==> src/rtl/fft_bfp_pkg.sv <==
// Shared types and helpers for the block-floating-point FFT stage scheduler.
package fft_bfp_pkg;

   typedef enum logic [2:0] {
      ST_IDLE,
      ST_ARM,
      ST_RUN,
      ST_EVAL,
      ST_DONE
   } state_t;

   localparam int          MIN_LOG2_N = 3;
   localparam int          HIT_CNT_W  = 8;
   localparam int unsigned MAX_DW     = 64;

   // Guard-bit hit: the two MSBs of either component disagree at width dw.
   function automatic logic guard_hit(input logic [MAX_DW-1:0] re,
                                      input logic [MAX_DW-1:0] im,
                                      input int unsigned       dw);
      logic [MAX_DW-1:0] w_re_al;
      logic [MAX_DW-1:0] w_im_al;
      w_re_al = re << (MAX_DW - dw);
      w_im_al = im << (MAX_DW - dw);
      return (w_re_al[MAX_DW-1] ^ w_re_al[MAX_DW-2]) |
             (w_im_al[MAX_DW-1] ^ w_im_al[MAX_DW-2]);
   endfunction

   function automatic logic [3:0] clamp_log2(input logic [3:0] v,
                                             input logic [3:0] max_l);
      if (v < 4'(MIN_LOG2_N)) return 4'(MIN_LOG2_N);
      if (v > max_l)          return max_l;
      return v;
   endfunction

endpackage

==> src/rtl/fft_bfp_scale_ctrl_guard_monitor.sv <==
// Per-sample guard-bit hit detection with a saturating hit counter.
module fft_guard_monitor
   import fft_bfp_pkg::*;
#(
   parameter int DATA_WIDTH = 16
) (
   input  logic                  clk_i,
   input  logic                  reset_n_i,
   input  logic                  clear_i,
   input  logic                  valid_i,
   input  logic [DATA_WIDTH-1:0] real_i,
   input  logic [DATA_WIDTH-1:0] imag_i,
   output logic [HIT_CNT_W-1:0]  hit_count_o
);

   logic                 w_hit;
   logic [HIT_CNT_W-1:0] r_hit_count;

   assign w_hit       = guard_hit(MAX_DW'(real_i), MAX_DW'(imag_i), DATA_WIDTH);
   assign hit_count_o = r_hit_count;

   always_ff @(posedge clk_i or negedge reset_n_i) begin
      if (!reset_n_i) begin
         r_hit_count <= '0;
      end else if (clear_i) begin
         r_hit_count <= '0;
      end else if (valid_i && w_hit && (r_hit_count != '1)) begin
         r_hit_count <= r_hit_count + HIT_CNT_W'(1);
      end
   end

endmodule

==> src/rtl/fft_bfp_scale_ctrl.sv <==
// Sequences per-stage rescale enables for a block-floating-point FFT and
// accumulates the block exponent and per-stage shift mask.
module fft_bfp_scale_ctrl
   import fft_bfp_pkg::*;
#(
   parameter int DATA_WIDTH         = 16,
   parameter int LOG2_N_MAX         = 10,
   parameter int SCALE_FACTOR_WIDTH = 8
) (
   input  logic                          clk_i,
   input  logic                          reset_n_i,
   input  logic                          start_i,
   input  logic                          abort_i,
   input  logic [3:0]                    log2_size_i,
   input  logic                          auto_scale_en_i,
   input  logic                          scale_mode_i,
   input  logic [7:0]                    threshold_i,
   input  logic                          sample_valid_i,
   input  logic [DATA_WIDTH-1:0]         sample_real_i,
   input  logic [DATA_WIDTH-1:0]         sample_imag_i,
   output logic                          stage_start_o,
   output logic [3:0]                    stage_idx_o,
   output logic                          rescale_en_o,
   output logic                          busy_o,
   output logic                          done_o,
   output logic [SCALE_FACTOR_WIDTH-1:0] block_exp_o,
   output logic [LOG2_N_MAX-1:0]         shift_mask_o,
   output logic [7:0]                    hit_count_o,
   output logic                          final_ovf_o
);

   localparam logic [3:0] L_MAX = 4'(LOG2_N_MAX);

   state_t                          r_state;
   state_t                          w_next;
   logic [3:0]                      r_log2;
   logic [3:0]                      r_stage;
   logic                            r_pending;
   logic                            r_rescale;
   logic                            r_final_ovf;
   logic [SCALE_FACTOR_WIDTH-1:0]   r_block_exp;
   logic [LOG2_N_MAX-1:0]           r_mask;
   logic [LOG2_N_MAX:0]             r_sample_cnt;
   logic [LOG2_N_MAX:0]             w_last_idx;
   logic                            w_start_ok;
   logic                            w_last_sample;
   logic                            w_last_stage;
   logic                            w_decide;
   logic                            w_mon_clear;
   logic                            w_mon_valid;
   logic [HIT_CNT_W-1:0]            w_hit_count;

   assign w_start_ok    = (r_state == ST_IDLE) && start_i && !abort_i;
   assign w_last_idx    = ((LOG2_N_MAX+1)'(1) << r_log2) - (LOG2_N_MAX+1)'(1);
   assign w_last_sample = sample_valid_i && (r_sample_cnt == w_last_idx);
   assign w_last_stage  = (r_stage == (r_log2 - 4'd1));
   assign w_decide      = scale_mode_i | (auto_scale_en_i & (w_hit_count > threshold_i));
   assign w_mon_clear   = w_start_ok || (r_state == ST_ARM);
   assign w_mon_valid   = (r_state == ST_RUN) && sample_valid_i && !abort_i;

   fft_guard_monitor #(.DATA_WIDTH(DATA_WIDTH)) u_guard_monitor (
      .clk_i       (clk_i),
      .reset_n_i   (reset_n_i),
      .clear_i     (w_mon_clear),
      .valid_i     (w_mon_valid),
      .real_i      (sample_real_i),
      .imag_i      (sample_imag_i),
      .hit_count_o (w_hit_count)
   );

   always_ff @(posedge clk_i or negedge reset_n_i) begin
      if (!reset_n_i) r_state <= ST_IDLE;
      else            r_state <= w_next;
   end

   always_comb begin
      w_next = r_state;
      if (abort_i) begin
         w_next = ST_IDLE;
      end else begin
         case (r_state)
            ST_IDLE: if (start_i) w_next = ST_ARM;
            ST_ARM:  w_next = ST_RUN;
            ST_RUN:  if (w_last_sample) w_next = ST_EVAL;
            ST_EVAL: w_next = w_last_stage ? ST_DONE : ST_ARM;
            ST_DONE: w_next = ST_IDLE;
            default: w_next = ST_IDLE;
         endcase
      end
   end

   always_comb begin
      busy_o        = (r_state != ST_IDLE);
      stage_start_o = (r_state == ST_ARM)  && !abort_i;
      done_o        = (r_state == ST_DONE) && !abort_i;
   end

   // Status registers hold their partial values across an abort.
   always_ff @(posedge clk_i or negedge reset_n_i) begin
      if (!reset_n_i) begin
         r_log2       <= '0;
         r_stage      <= '0;
         r_pending    <= 1'b0;
         r_rescale    <= 1'b0;
         r_final_ovf  <= 1'b0;
         r_block_exp  <= '0;
         r_mask       <= '0;
         r_sample_cnt <= '0;
      end else if (abort_i) begin
         r_rescale <= 1'b0;
      end else begin
         case (r_state)
            ST_IDLE: begin
               if (start_i) begin
                  r_log2      <= clamp_log2(log2_size_i, L_MAX);
                  r_stage     <= '0;
                  r_pending   <= scale_mode_i;
                  r_final_ovf <= 1'b0;
                  r_block_exp <= '0;
                  r_mask      <= '0;
               end
            end
            ST_ARM: begin
               r_rescale    <= r_pending;
               r_sample_cnt <= '0;
               if (r_pending) begin
                  if (r_block_exp != '1) r_block_exp <= r_block_exp + SCALE_FACTOR_WIDTH'(1);
                  r_mask[r_stage] <= 1'b1;
               end
            end
            ST_RUN: begin
               if (sample_valid_i) r_sample_cnt <= r_sample_cnt + (LOG2_N_MAX+1)'(1);
            end
            ST_EVAL: begin
               if (w_last_stage) begin
                  r_final_ovf <= w_decide;
               end else begin
                  r_pending <= w_decide;
                  r_stage   <= r_stage + 4'd1;
               end
            end
            ST_DONE: r_rescale <= 1'b0;
            default: r_rescale <= 1'b0;
         endcase
      end
   end

   assign stage_idx_o  = r_stage;
   assign rescale_en_o = r_rescale;
   assign block_exp_o  = r_block_exp;
   assign shift_mask_o = r_mask;
   assign hit_count_o  = w_hit_count;
   assign final_ovf_o  = r_final_ovf;

endmodule

==> config.mk <==
export PLATFORM = sky130hd
export DESIGN_NAME = fft_bfp_scale_ctrl
export DESIGN_NICKNAME = d
export VERILOG_FILES = /design/src/rtl/fft_bfp_pkg.sv /design/src/rtl/fft_bfp_scale_ctrl_guard_monitor.sv /design/src/rtl/fft_bfp_scale_ctrl.sv
export SDC_FILE = /design/constraint.sdc
export NUM_CORES = 1
export LEC_CHECK = 0
export ABC_AREA = 0
export BUFFER_PORTS_ARGS = -buffer_cell sky130_fd_sc_hd__buf_4
export CAP_MARGIN = 25
export CORE_MARGIN = 2
export CORE_UTILIZATION = 55
export CTS_BUF_LIST = sky130_fd_sc_hd__clkbuf_8
export CTS_CLUSTER_DIAMETER = 100
export DETAILED_ROUTE_END_ITERATION = 6
export PLACE_DENSITY = 0.82
export SYNTH_ARGS = -nofsm -noshare
export SYNTH_HDL_FRONTEND = slang
export SYNTH_SLANG_ARGS = --single-unit
==> constraint.sdc <==
create_clock -name clk_i -period 2.8 [get_ports clk_i]
set_input_delay 0.42 -clock clk_i [delete_from_list [all_inputs] [get_ports clk_i]]
set_output_delay 0.42 -clock clk_i [all_outputs]
set_load 0.02 [all_outputs]
==> impl_metrics.toml <==
[route]
remaining_antenna_violation_count_after_routing = 0
postRouteWirelength_um = 7357
average_detailed_routed_wire_length_per_instance_um = 14.80
drc_errors = 0
route.vias.total = 2865
detailedRoute.firstIterationViolations = 183
avgViaCountPerCell = 5.765
first_pass_iters = 4

[synthesis]
postSynthNetCount = 437
share_of_flip_flops_with_an_asynchronous_set_or_reset_pct = 100.0
ys.warnings.count = 0
synth-seq-area-share_pct = 38.87
postSynthRegisterBits = 51
synth_ff_type = "sky130_fd_sc_hd__dfrtp_1"
synth_edf_count = 0
mean_cell_area_of_the_mapped_netlist_um2 = 8.995
count_of_mapped_cells_out_of_synthesis = 365
synth.distinct_cells = 54
cell_area_after_synthesis_um2 = 3283

[sta]
drv_slew = 0
final_worst_path_cycle_share_pct = 93.56
achievable-frequency_mhz = 381.7
grt_setup_unrepaired = "no"
final.min_clock_period_ns = 2.620
slew_at_the_pin_with_the_worst_max_slew_slack_ns = 0.6550
layout_setup_ws_ns = 0.1802
timing.slew.headroom_pct = 56.33
clock-skew-final_ns = 0.01694
setup_violations = 0
final_hold_vios = 0
fin_setup_tns_ns = 0

[die]
row_count = 28
effective_utilization_at_floorplan_pct = 56.12
die_h_um = 81.26
fp.dieArea_um2 = 6603
io_pins = 86
design.core.area_um2 = 5851
die_width_um = 81.26

[global_route]
grt.overflow.total = 0
grt_max_degree = 52
first_global_vias = 2649
all_layer_global_routing_usage_pct = 23.16
grt_antenna_before_repair = 0
grt_pass1_wl_um = 12040

[layout]
n_antenna_cell = 0
final-seq-area_um2 = 1276
area_delta_synth_final_pct = 18.83
layout_common_cells = "sky130_fd_sc_hd__buf_4, sky130_fd_sc_hd__dfrtp_1, sky130_fd_sc_hd__nor2_1"
drive_above_1_share_pct = 20.62
multi_input_comb_area_um2 = 1877
most_common_cell_after_layout_fill_and_taps_aside = "sky130_fd_sc_hd__buf_4"
fillers = 480
final_net_count = 493

[power]
power.switching_mw = 0.6530
power_per_cell_area_nw_per_um2 = 478.3
p_int_mw = 1.213
sequential_fraction_of_design_power_pct = 43.8
power_frac_comb_pct = 31.5
power_leakage_nw = 1.843
clock_power_share_pct = 24.7
ir_worst_vdd_v = 0.0002830
switching_share_pct = 35.00

[placement]
place_ws_ns = 0.06778
quantity_of_i_o_buffers_inserted_on_ports = 57
dpl.hpwl_um = 5399
gp_routability_congestion = 0.9390

[critical_path]
timing.critical_path.fanout_max = 11
critPathLaunchType = "flip-flop"
criticalPathCategory = "flip-flop to flip-flop"
reg2reg_slack_ns = 0.18
critPathCaptureType = "flip-flop"
cp.required_ns = 3.01
arrival_time_worst_endpoint_ns = 2.83

[clocking]
clk_pin_slew_worst_paths_ns = 0.10
root_buffer = "sky130_fd_sc_hd__clkbuf_8"
tritoncts = "yes"
numClockSinks = 51
clock_path_buffers = 2
postCtsSetupRepairBufs = 0
h-tree-depth = 2
clock_latency_ns = 0.32
cts_buffers = 5

[min_path]
worst_hold_path_type = "input port to asynchronous set/reset pin"

[job]
cap_viol_max_count = 0

[outcome]
outcome = "completed"
-- kinds of logic after synthesis --
family                     synth area share, %
AOI/OAI and AO/OA                        15.97
xor gates and xnor gates                 9.070
adders and majority gates                8.003
buffers and inverters                    4.383
DFF                                      38.87
muxes                                    3.125
and+or+nand+nor                          20.58
-- power groups by stage --
stage          registers, mW  logic [mW]  clock network, mW
2_1_floorplan          0.839       0.397                  0
3_3_place_gp           0.830       0.556                  0
3_5_place_dp           0.832       0.573                  0
4_1_cts                0.818       0.577              0.469
5_1_grt                0.825       0.648              0.500
6_report               0.818       0.587              0.461
-- synthesized netlist by cell type (2+ instances only) --
library cell               count  area share [%]
sky130_fd_sc_hd__nand2_1      24             2.7
sky130_fd_sc_hd__nand3_1      12             1.8
sky130_fd_sc_hd__ha_1         21             8.0
sky130_fd_sc_hd__dfrtp_1      51              39
sky130_fd_sc_hd__or2_2         2            0.38
sky130_fd_sc_hd__nor3_1        4            0.61
sky130_fd_sc_hd__inv_1        21             2.4
sky130_fd_sc_hd__a31oi_1       6             1.1
sky130_fd_sc_hd__a21o_1        3            0.69
sky130_fd_sc_hd__clkbuf_1     13             1.5
sky130_fd_sc_hd__and4_1        2            0.53
sky130_fd_sc_hd__nand4_1       7             1.3
sky130_fd_sc_hd__nor4b_1       3            0.80
sky130_fd_sc_hd__a21oi_1      27             4.1
sky130_fd_sc_hd__o311ai_0      2            0.53
sky130_fd_sc_hd__o211ai_1      4            0.91
sky130_fd_sc_hd__xor2_1       13             3.5
sky130_fd_sc_hd__o21ai_0      21             3.2
sky130_fd_sc_hd__nor2_1       45             5.1
sky130_fd_sc_hd__mux2i_1       8             2.4
sky130_fd_sc_hd__or3_1         9             1.7
sky130_fd_sc_hd__and3_1        6             1.1
sky130_fd_sc_hd__mux2_2        2            0.69
sky130_fd_sc_hd__xnor2_1      21             5.6
sky130_fd_sc_hd__o31ai_1       2            0.46
sky130_fd_sc_hd__nor2b_1       3            0.57
sky130_fd_sc_hd__a31o_2        3            0.80
sky130_fd_sc_hd__nand2b_1      4            0.76
-- worst paths after layout --
check / startpoint / end / depth (start not counted)
worst max-delay path: r_log2[0] / r_state[0] / 8
worst min-delay path: reset_n_i / r_sample_cnt[6] / 1
worst max register to register: r_log2[0] / r_state[0] / 8
worst min register to register: shift_mask_o[0] / shift_mask_o[0] / 2
max in group asynchronous: reset_n_i / final_ovf_o / 1
min in group clk_i: log2_size_i[3] / r_log2[3] / 3
-- cell type report --
| cell class | count | area share (%) |
|---|---|---|
| multi-input combinational | 278 | 48.11 |
| sequential | 51 | 32.71 |
| timing repair buffer | 64 | 12.32 |
| tap | 75 | 2.405 |
| inverter | 21 | 2.021 |
| clock buffer | 5 | 1.764 |
| clock inverter | 3 | 0.6735 |
-- per-layer routing --
metal  up-vias  wire (µm)  track usage, %
li1       1391          -               -
met1      1400       3333           31.33
met2        67       3606           37.62
met3         7        322           4.111
met4         0         93           7.627
met5         -          0               0
-- timing repair --
action	in CTS	in global routing
setup endpoints to repair	0	1
hold buffers	0	0
gates resized for setup	0	4
-- sequential cells by signal (all words and copies together) (netlist names) --
name / flops
r_sample_cnt: 11
shift_mask_o: 10
block_exp_o: 8
u_guard_monitor.hit_count_o: 8
r_log2: 4
stage_idx_o: 4
r_state: 3
final_ovf_o: 1
r_pending: 1
rescale_en_o: 1
-- through the flow --
step / area, µm² / util (%) / hold slack (ns) / cells / power (mW)
final: 3901 / 66.68 / 0.1257 / 497 / 1.866
after global placement: 3792 / 64.82 / 0.4858 / 489 / 1.386
after detailed placement: 3792 / 64.82 / 0.4941 / 489 / 1.404
after CTS: 3887 / 66.45 / 0.1462 / 497 / 1.863
after global routing: 3901 / 66.68 / 0.1728 / 497 / 1.974
after floorplan: 3283 / - / 0.1244 / 365 / 1.235
-- worst max-delay path: stages (launching register included) --
cell	delay (ns)
sky130_fd_sc_hd__dfrtp_1	0.46
sky130_fd_sc_hd__inv_1	0.15
sky130_fd_sc_hd__ha_1	0.44
sky130_fd_sc_hd__nor2_1	0.13
sky130_fd_sc_hd__o31ai_1	0.44
sky130_fd_sc_hd__mux2_2	0.39
sky130_fd_sc_hd__a31oi_1	0.13
sky130_fd_sc_hd__mux2i_1	0.12
sky130_fd_sc_hd__a31o_2	0.25
Note: power is estimated with default switching activity, not from simulation.
